[src/rtl/dec_cs_sequencer.sv]
// Round-robin arbiter and setup/strobe/hold sequencer driving a 3-to-8 active-low chip-select decoder.
// Latency: grant, select and busy register on the edge that sees a request; enables follow SETUP_CYC cycles later.
// Backpressure: requests arriving mid-transaction wait; one IDLE gap separates transactions unless DEC_B2B_EN is defined.
// Optional feature macro: DEC_B2B_EN (re-arbitrate on the final HOLD cycle, skipping IDLE).
module dec_cs_sequencer #(
  parameter int SETUP_CYC = 1,
  parameter int HOLD_CYC  = 1,
  parameter int LEN_W     = 4
) (
  input  logic             clk_i,
  input  logic             rst_i,
  input  logic [7:0]       req_i,
  input  logic [LEN_W-1:0] strobe_len_i,
  output logic [7:0]       grant_o,
  output logic             busy_o,
  output logic             done_o,
  output logic             select_a_o,
  output logic             select_b_o,
  output logic             select_c_o,
  output logic             g1_en_o,
  output logic             g2a_en_n_o,
  output logic             g2b_en_n_o
);

  localparam int CNT_W = (LEN_W > 4) ? LEN_W : 4;

  typedef enum logic [1:0] {IDLE, SETUP, STROBE, HOLD} state_t;

  state_t           state_q, state_d;
  logic [CNT_W-1:0] cnt_q, cnt_d;
  logic [2:0]       ptr_q;
  logic [LEN_W-1:0] len_q;
  logic [2:0]       sel_q, sel_d;
  logic [7:0]       grant_d;
  logic             busy_d, done_d, strobe_d;

  logic             arb_vld;
  logic [2:0]       win_idx;
  logic [2:0]       cand;
  logic             take;

  // Round-robin search: first set request strictly after the pointer, wrapping 7 -> 0.
  always_comb begin
    arb_vld = 1'b0;
    win_idx = '0;
    cand    = '0;
    for (int i = 1; i <= 8; i++) begin
      cand = ptr_q + 3'(i);
      if (!arb_vld && req_i[cand]) begin
        arb_vld = 1'b1;
        win_idx = cand;
      end
    end
  end

  // State register plus phase counter, pointer and latched strobe length.
  always_ff @(posedge clk_i or posedge rst_i) begin
    if (rst_i) begin
      state_q <= IDLE;
      cnt_q   <= '0;
      ptr_q   <= 3'd7;
      len_q   <= '0;
    end else begin
      state_q <= state_d;
      cnt_q   <= cnt_d;
      if (take) begin
        ptr_q <= win_idx;
        len_q <= strobe_len_i;
      end
    end
  end

  // Next-state logic: counter reloads on every phase entry and counts down to zero.
  always_comb begin
    state_d = state_q;
    cnt_d   = cnt_q;
    take    = 1'b0;
    case (state_q)
      IDLE: begin
        if (arb_vld) begin
          take    = 1'b1;
          state_d = SETUP;
          cnt_d   = CNT_W'(SETUP_CYC - 1);
        end
      end
      SETUP: begin
        if (cnt_q == '0) begin
          state_d = STROBE;
          cnt_d   = CNT_W'(len_q);
        end else begin
          cnt_d = cnt_q - CNT_W'(1);
        end
      end
      STROBE: begin
        if (cnt_q == '0) begin
          state_d = HOLD;
          cnt_d   = CNT_W'(HOLD_CYC - 1);
        end else begin
          cnt_d = cnt_q - CNT_W'(1);
        end
      end
      HOLD: begin
        if (cnt_q == '0) begin
`ifdef DEC_B2B_EN
          if (arb_vld) begin
            take    = 1'b1;
            state_d = SETUP;
            cnt_d   = CNT_W'(SETUP_CYC - 1);
          end else begin
            state_d = IDLE;
            cnt_d   = '0;
          end
`else
          state_d = IDLE;
          cnt_d   = '0;
`endif
        end else begin
          cnt_d = cnt_q - CNT_W'(1);
        end
      end
      default: begin
        state_d = IDLE;
        cnt_d   = '0;
      end
    endcase
  end

  // Output decode from the next state so every output leaves a flop.
  always_comb begin
    busy_d   = (state_d != IDLE);
    strobe_d = (state_d == STROBE);
    done_d   = (state_d == HOLD) && (cnt_d == '0);
    if (take) begin
      grant_d = 8'b1 << win_idx;
      sel_d   = win_idx;
    end else if (state_d == IDLE) begin
      grant_d = '0;
      sel_d   = '0;
    end else begin
      grant_d = grant_o;
      sel_d   = sel_q;
    end
  end

  // Output registers; enables are only active in STROBE so select never moves under them.
  always_ff @(posedge clk_i or posedge rst_i) begin
    if (rst_i) begin
      grant_o    <= '0;
      sel_q      <= '0;
      busy_o     <= 1'b0;
      done_o     <= 1'b0;
      g1_en_o    <= 1'b0;
      g2a_en_n_o <= 1'b1;
      g2b_en_n_o <= 1'b1;
    end else begin
      grant_o    <= grant_d;
      sel_q      <= sel_d;
      busy_o     <= busy_d;
      done_o     <= done_d;
      g1_en_o    <= strobe_d;
      g2a_en_n_o <= ~strobe_d;
      g2b_en_n_o <= ~strobe_d;
    end
  end

  assign select_a_o = sel_q[0];
  assign select_b_o = sel_q[1];
  assign select_c_o = sel_q[2];

endmodule

[config.mk]
export PLATFORM = sky130hd
export DESIGN_NAME = dec_cs_sequencer
export DESIGN_NICKNAME = d
export VERILOG_FILES = /design/src/rtl/dec_cs_sequencer.sv
export SDC_FILE = /design/constraint.sdc
export NUM_CORES = 1
export LEC_CHECK = 0
export CAP_MARGIN = 20
export CORE_MARGIN = 2
export CORE_UTILIZATION = 38
export CTS_CLUSTER_DIAMETER = 30
export DETAILED_ROUTE_END_ITERATION = 6
export PLACE_DENSITY = 0.72
export SLEW_MARGIN = 20
export SYNTH_ARGS = -nofsm -noshare
export SYNTH_HDL_FRONTEND = slang
export SYNTH_SLANG_ARGS = --single-unit
[constraint.sdc]
create_clock -name clk_i -period 3.45 [get_ports clk_i]
set_input_delay 0.5175 -clock clk_i [delete_from_list [all_inputs] [get_ports clk_i]]
set_output_delay 0.5175 -clock clk_i [all_outputs]
set_load 0.05 [all_outputs]
==> results of run 1 <==
[cell usage after synthesis, drive strengths merged, types with 2 or more instances]
master	n	share of area
nor2b	6	0.018
o311ai	2	0.0083
buf	6	0.024
o31ai	2	0.0095
a31oi	4	0.012
a21oi	14	0.035
inv	14	0.025
and3	2	0.0060
xnor2	4	0.017
nor2	10	0.018
dfrtp	24	0.29
ha	4	0.024
o21ai	9	0.027
nor4	3	0.016
mux2	14	0.075
nand2b	4	0.012
a21o	3	0.011
dfstp	4	0.050
a221oi	5	0.021
or3	4	0.014
nand2	18	0.032
a32o	8	0.038
mux4	7	0.079
and2	3	0.0089
nor3	8	0.019
a2111oi	3	0.013
clkbuf	6	0.011
mux2i	6	0.029
a221o	2	0.0095
[through the flow]
step                instances  setup slack (ns)
finish                    329            0.1955
global route              329           0.01677
CTS                       328           0.09510
detailed placement        324          -0.07132
global placement          324          -0.01881
floorplan                 213          0.008761
[per-layer routing]
layer  GRT usage  vias up  share of wire
met4     0.04211        0          0.010
met3     0.02069        6          0.047
met2      0.2853       49           0.50
met5           0        -              0
li1            -      898              -
met1      0.2156      907           0.44
[logic make-up (layout without fill, tap and decap cells)]
logic type,Yosys count,after routing
AOI/OAI and AO/OA,62,62
and+or+nand+nor,61,61
DFF,28,28
muxes,27,27
buffers and inverters,26,70
xor gates and xnor gates,5,5
adders and majority gates,4,4
[layout make-up]
| cell class | count | area, sq um | area share |
|---|---|---|---|
| clock buffers | 3 | 41.29 | 0.01533 |
| clock inverters | 1 | 30.03 | 0.01115 |
| inverters | 14 | 52.55 | 0.01952 |
| multi-input cells | 159 | 1303 | 0.4837 |
| flip-flops and latches | 28 | 705.7 | 0.2621 |
| well taps | 72 | 90.09 | 0.03346 |
| repair buffers | 52 | 470.5 | 0.1747 |
[worst max-delay path: cells and delay by family, from the launching register on]
family	cells	cell delay, ns
AND/OR/NAND/NOR	2	0.76
AO/OA/AOI/OAI	2	0.66
multiplexers	2	0.65
flip-flops	1	0.61
adder cells (fa/ha/maj)	1	0.37
buffers and inverters	1	0.10
[state kept, by name, summed over array words and instances (netlist names)]
register / cells
grant_o: 8
g1_en_o: 1
g2b_en_n_o: 1
len_q: 4
ptr_q: 3
done_o: 1
busy_o: 1
state_q: 2
sel_q: 3
cnt_q: 4
[worst min path at each step]
stage | from | endpoint | slack [ns]
after floorplan | len_q[0] | len_q[0] | 0.48
after global placement | sel_q[2] | sel_q[2] | 0.47
after detailed placement | sel_q[1] | sel_q[1] | 0.48
after CTS | sel_q[1] | sel_q[1] | 0.50
after global routing | sel_q[1] | sel_q[1] | 0.53
final | rst_i | busy_o | 0.50
==> results.txt, run 1 <==
CTS tree - done
most numerous cell on the critical path - or3_4
Clock transition at path regs - 0.10 ns
cts repair resizes - 0
max-slew violations - 0
IO Port Bufs - 29
Required @ worst endpoint - 3.62 ns
hold buffers post-CTS - 0
wire per inst - 15.06 um
EDFF count, synth - 0
Worst Skew - 0.006964 ns
R2R depth - 8
share of cells above drive strength 1 - 0.2412
Seq/Total Area, Yosys - 0.3357
post-route cell area - 2693 sq um
WS Path Type - reg -> reg
largest net degree at the start of global routing - 29
CTS sink cnt - 28
biggest cell delay along the critical path - 0.61 ns
Die X-Extent - 78.38 um
Die H - 78.38 um
main combinational cell family by area after synthesis - compound AO/OA/AOI/OAI gates
fin util - 0.4951
Final setup viols - 0
crit start category - flip-flop
GRT Resource Usage Total - 0.1638
crit path time final - 3.254 ns
placer congestion estimate - 0.8396
drt total wl - 4956 um
total CTS buffers - 3
Hold WS - 0.4953 ns
number of synthesized register bits - 28
post-CTS setup buffers - 0
CTS H-tree depth - 1
Distinct cells, synth - 52
FILL cells - 493
gr ovfl total - 0
Initial DRC Count - 68
status - complete, no violations
Synth warnings - 0
I/O pins - 30
antenna diode count - 0
CP startpoint - ptr_q[1]
critical-path maximum fanout - 12
post-route ant nets - 0
commonest non-fill, non-tap cell in the layout - clkdlybuf4s50_1
vias - 1,860
Layout area overhead - 28.10%
Post-Synth Adder-Cell Area - 0.02381
Post-Synth Simple-Gate Area - 0.1536
end of the critical path - grant_o[2]
post-synthesis compound-gate area fraction - 0.2244
setup slack, reg-to-reg - 0.20 ns
Bufs on Longest Clock Path - 2
fin crit share - 0.9433
CP cell instances - inv_1, ha_4, mux4_2, mux2_4, or3_4, or3_4, o31a_1, a32o_1
Async SR Flop Fraction - 1.000
worst skew pair latency - 0.27 ns
Fin. Hold Viols - 0
Max Freq - 307.3 MHz
Post-route DRC - 0
# rows - 27
Initial Util - 0.3865
post-synthesis cell area - 2102 sq um
Die Area - 6143 sq um
Critical Path Sink Type - flip-flop
vias in the first global route - 1,801
most frequent cells in the layout - clkdlybuf4s50_1, dfrtp_1, buf_4, nand2_1
Synth Instances - 213
slew at the pin closest to its max-slew limit - 0.8331 ns
Vias/cell - 5.653
worst path arrival time - 3.43 ns
multiplexer share of the synthesized area - 0.1821
Clock Tree Root - clkbuf_8
setup total negative slack - 0 ns
crit path max-delay cell type - dfstp_2
first drt pass iteration count - 4
RSZ-0062 raised after global routing - false
syn_area_per_cell - 9.869 sq um
global-route wire length before repair - 8273 um
core area - 5439 sq um
FF-to-FF End - grant_o[2]
Synth Flop Type - dfrtp_1
Synthesized Nets - 231
initial antenna violation count - 0
Slew HR - 0.4376
Area after DPL - 2590 sq um
HP Class - in -> async
hpwl dp - 3815 um
fin nets - 276
post-synthesis xor/xnor area fraction - 0.02083
max-cap check violation count - 0
worst r2r src - ptr_q[1]
Power of run 1 is not shown: default switching activity piles up to over one toggle a cycle in this logic, so the estimate is an artifact.
==> inputs of run 2 (changes only) <==
--- a/config.mk
+++ b/config.mk
@@ -11,2 +11,3 @@
 export CTS_CLUSTER_DIAMETER = 30
+export CTS_CLUSTER_SIZE = 16
 export DETAILED_ROUTE_END_ITERATION = 6
--- a/constraint.sdc
+++ b/constraint.sdc
@@ -3,2 +3,2 @@
 set_output_delay 0.5175 -clock clk_i [all_outputs]
-set_load 0.05 [all_outputs]
+set_load 0.02 [all_outputs]
==> results of run 2 <==
Same layout as run 1 (identical final DEF). Status: complete, no violations.
No activity file was read; power rests on OpenSTA's default activity.
==> inputs of run 3 (changes only) <==
Settings changed: CORE_UTILIZATION 38 to 49, PLACE_DENSITY 0.72 to 0.87.
==> results.txt, run 3 (synthesized netlist as in run 1, its figures left out) <==
first drt pass iteration count - 5 (+1)
max-cap check violation count - 0 (unchanged)
core area - 4058 sq um (-25%)
CP Depth - 10 (+2)
GRT Resource Usage Total - 0.2313 (+0.06751)
wire per inst - 17.45 um (+16%)
end of the critical path - grant_o[2]
Final setup viols - 0 (unchanged)
crit path max-delay cell type - dfstp_2
WS Path Type - reg -> reg
fin util - 0.6568 (+0.1617)
Initial Util - 0.5180 (+0.1316)
I/O pins - 30 (unchanged)
total CTS buffers - 3 (unchanged)
Fin. Hold Viols - 0 (unchanged)
Biggest register - grant_o
most frequent cells in the layout - clkdlybuf4s50_1, buf_4, dfrtp_1, nand2_1
Initial DRC Count - 134 (+97%)
commonest non-fill, non-tap cell in the layout - clkdlybuf4s50_1
max-slew violations - 0 (unchanged)
CP Buf/Inv Count - 2 (+1)
worst r2r src - ptr_q[0]
status - complete, no violations
share of cells above drive strength 1 - 0.2615 (+0.02029)
Slew HR - 0.4344 (-0.003127)
Die Area - 4830 sq um (-21%)
largest registers - grant_o: 8 flops, cnt_q: 4 flops, len_q: 4 flops
post-route ant nets - 0 (unchanged)
global-route wire length before repair - 9135 um (+10%)
Post-route DRC - 0 (unchanged)
slew at the pin closest to its max-slew limit - 0.8483 ns (+0.01526 ns)
drt total wl - 5408 um (+9.1%)
gr ovfl total - 0 (unchanged)
Die X-Extent - 69.50 um (-11%)
worst skew pair latency - 0.28 ns (about the same)
Required @ worst endpoint - 3.61 ns (about the same)
initial antenna violation count - 0 (unchanged)
Max Freq - 299.0 MHz (-2.7%)
crit path time final - 3.345 ns (+0.09041 ns)
largest net degree at the start of global routing - 29 (unchanged)
biggest cell delay along the critical path - 0.64 ns (+0.03 ns)
CP cell instances - inv_1, ha_4, mux4_2, mux2_4, or3_4, buf_4, nor4_1, o22ai_1, o31a_1, a32o_1
crit start category - flip-flop
Critical Path Sink Type - flip-flop
max FFs per register - 8 (unchanged)
Clock transition at path regs - 0.08 ns (-0.02 ns)
Clock Tree Root - clkbuf_8
Worst Skew - 0.01412 ns (+0.007154 ns)
Die H - 69.50 um (-11%)
critical-path maximum fanout - 9 (-3)
Layout area overhead - 26.79%
placer congestion estimate - 0.9313 (+11%)
beginning of the worst hold path - sel_q[2]
CP startpoint - ptr_q[0]
CTS tree - done
setup slack, reg-to-reg - 0.11 ns (-0.09 ns)
fin crit share - 0.9695 (+0.02621)
vias - 1,942 (+4.4%)
antenna diode count - 0 (unchanged)
fin nets - 279 (+1.1%)
HP Class - reg -> reg
hpwl dp - 4124 um (+8.1%)
Vias/cell - 6.265 (+11%)
Hold Path Depth - 1
FF-to-FF End - grant_o[2]
CTS H-tree depth - 1 (unchanged)
critical path's top delay family - compound AO/OA/AOI/OAI gates
# rows - 23 (-15%)
CTS sink cnt - 28 (unchanged)
Bufs on Longest Clock Path - 2 (unchanged)
vias in the first global route - 1,964 (+9.1%)
IO Port Bufs - 29 (unchanged)
worst path arrival time - 3.51 ns (+0.08 ns)
R2R depth - 10 (+2)
==> run 3: worst min path at each step <==
stage,to
after global placement,sel_q[2]
after floorplan,len_q[0]
final,sel_q[2]
after CTS,sel_q[2]
after detailed placement,sel_q[0]
after global routing,sel_q[2]
==> run 3: layer usage <==
metal,share of wire,global-route usage
met5,0,0
met4,0.021,0.07190
met3,0.047,0.05087
met2,0.51,0.3942
met1,0.42,0.2922
==> run 3: cell type report <==
class,instances,area (sq um)
multi-input cells,159,1304
clock buffers,4,55.05
flip-flops and latches,28,705.7
well taps,50,62.56
fillers,307,1393
inverters,14,52.55
repair buffers,55,485.5
==> run 3: metrics by stage <==
stage / hold slack [ns] / TNS [ns] / area [sq um] / std cells / setup slack [ns]
3_5_place_dp: 0.4729 / -0.3953 / 2592 / 306 / -0.06253
5_1_grt: 0.5370 / -0.002693 / 2665 / 310 / -0.002693
3_3_place_gp: 0.4771 / 0 / 2592 / 306 / 0.004503
6_report: 0.4967 / 0 / 2665 / 310 / 0.1051
4_1_cts: 0.4987 / 0 / 2648 / 310 / 0.003917
2_1_floorplan: 0.4789 / 0 / 2131 / 213 / 0.008761
==> run 3: worst reg2reg max path, cell delays in order, from the launching register on <==
cell     delay, ns
dfstp_2       0.64
inv_1         0.13
ha_4          0.36
mux4_2        0.34
mux2_4        0.30
or3_4         0.37
buf_4         0.14
nor4_1        0.27
o22ai_1       0.21
o31a_1        0.21
a32o_1        0.27
==> run 3: what timing repair did <==
action                                  CTS  global route
endpoints found under the setup margin    0            19
buffers inserted                          0             0
hold buffers                              0             0
gates resized for setup                   0             5
Power of run 3 is left out for the same reason.
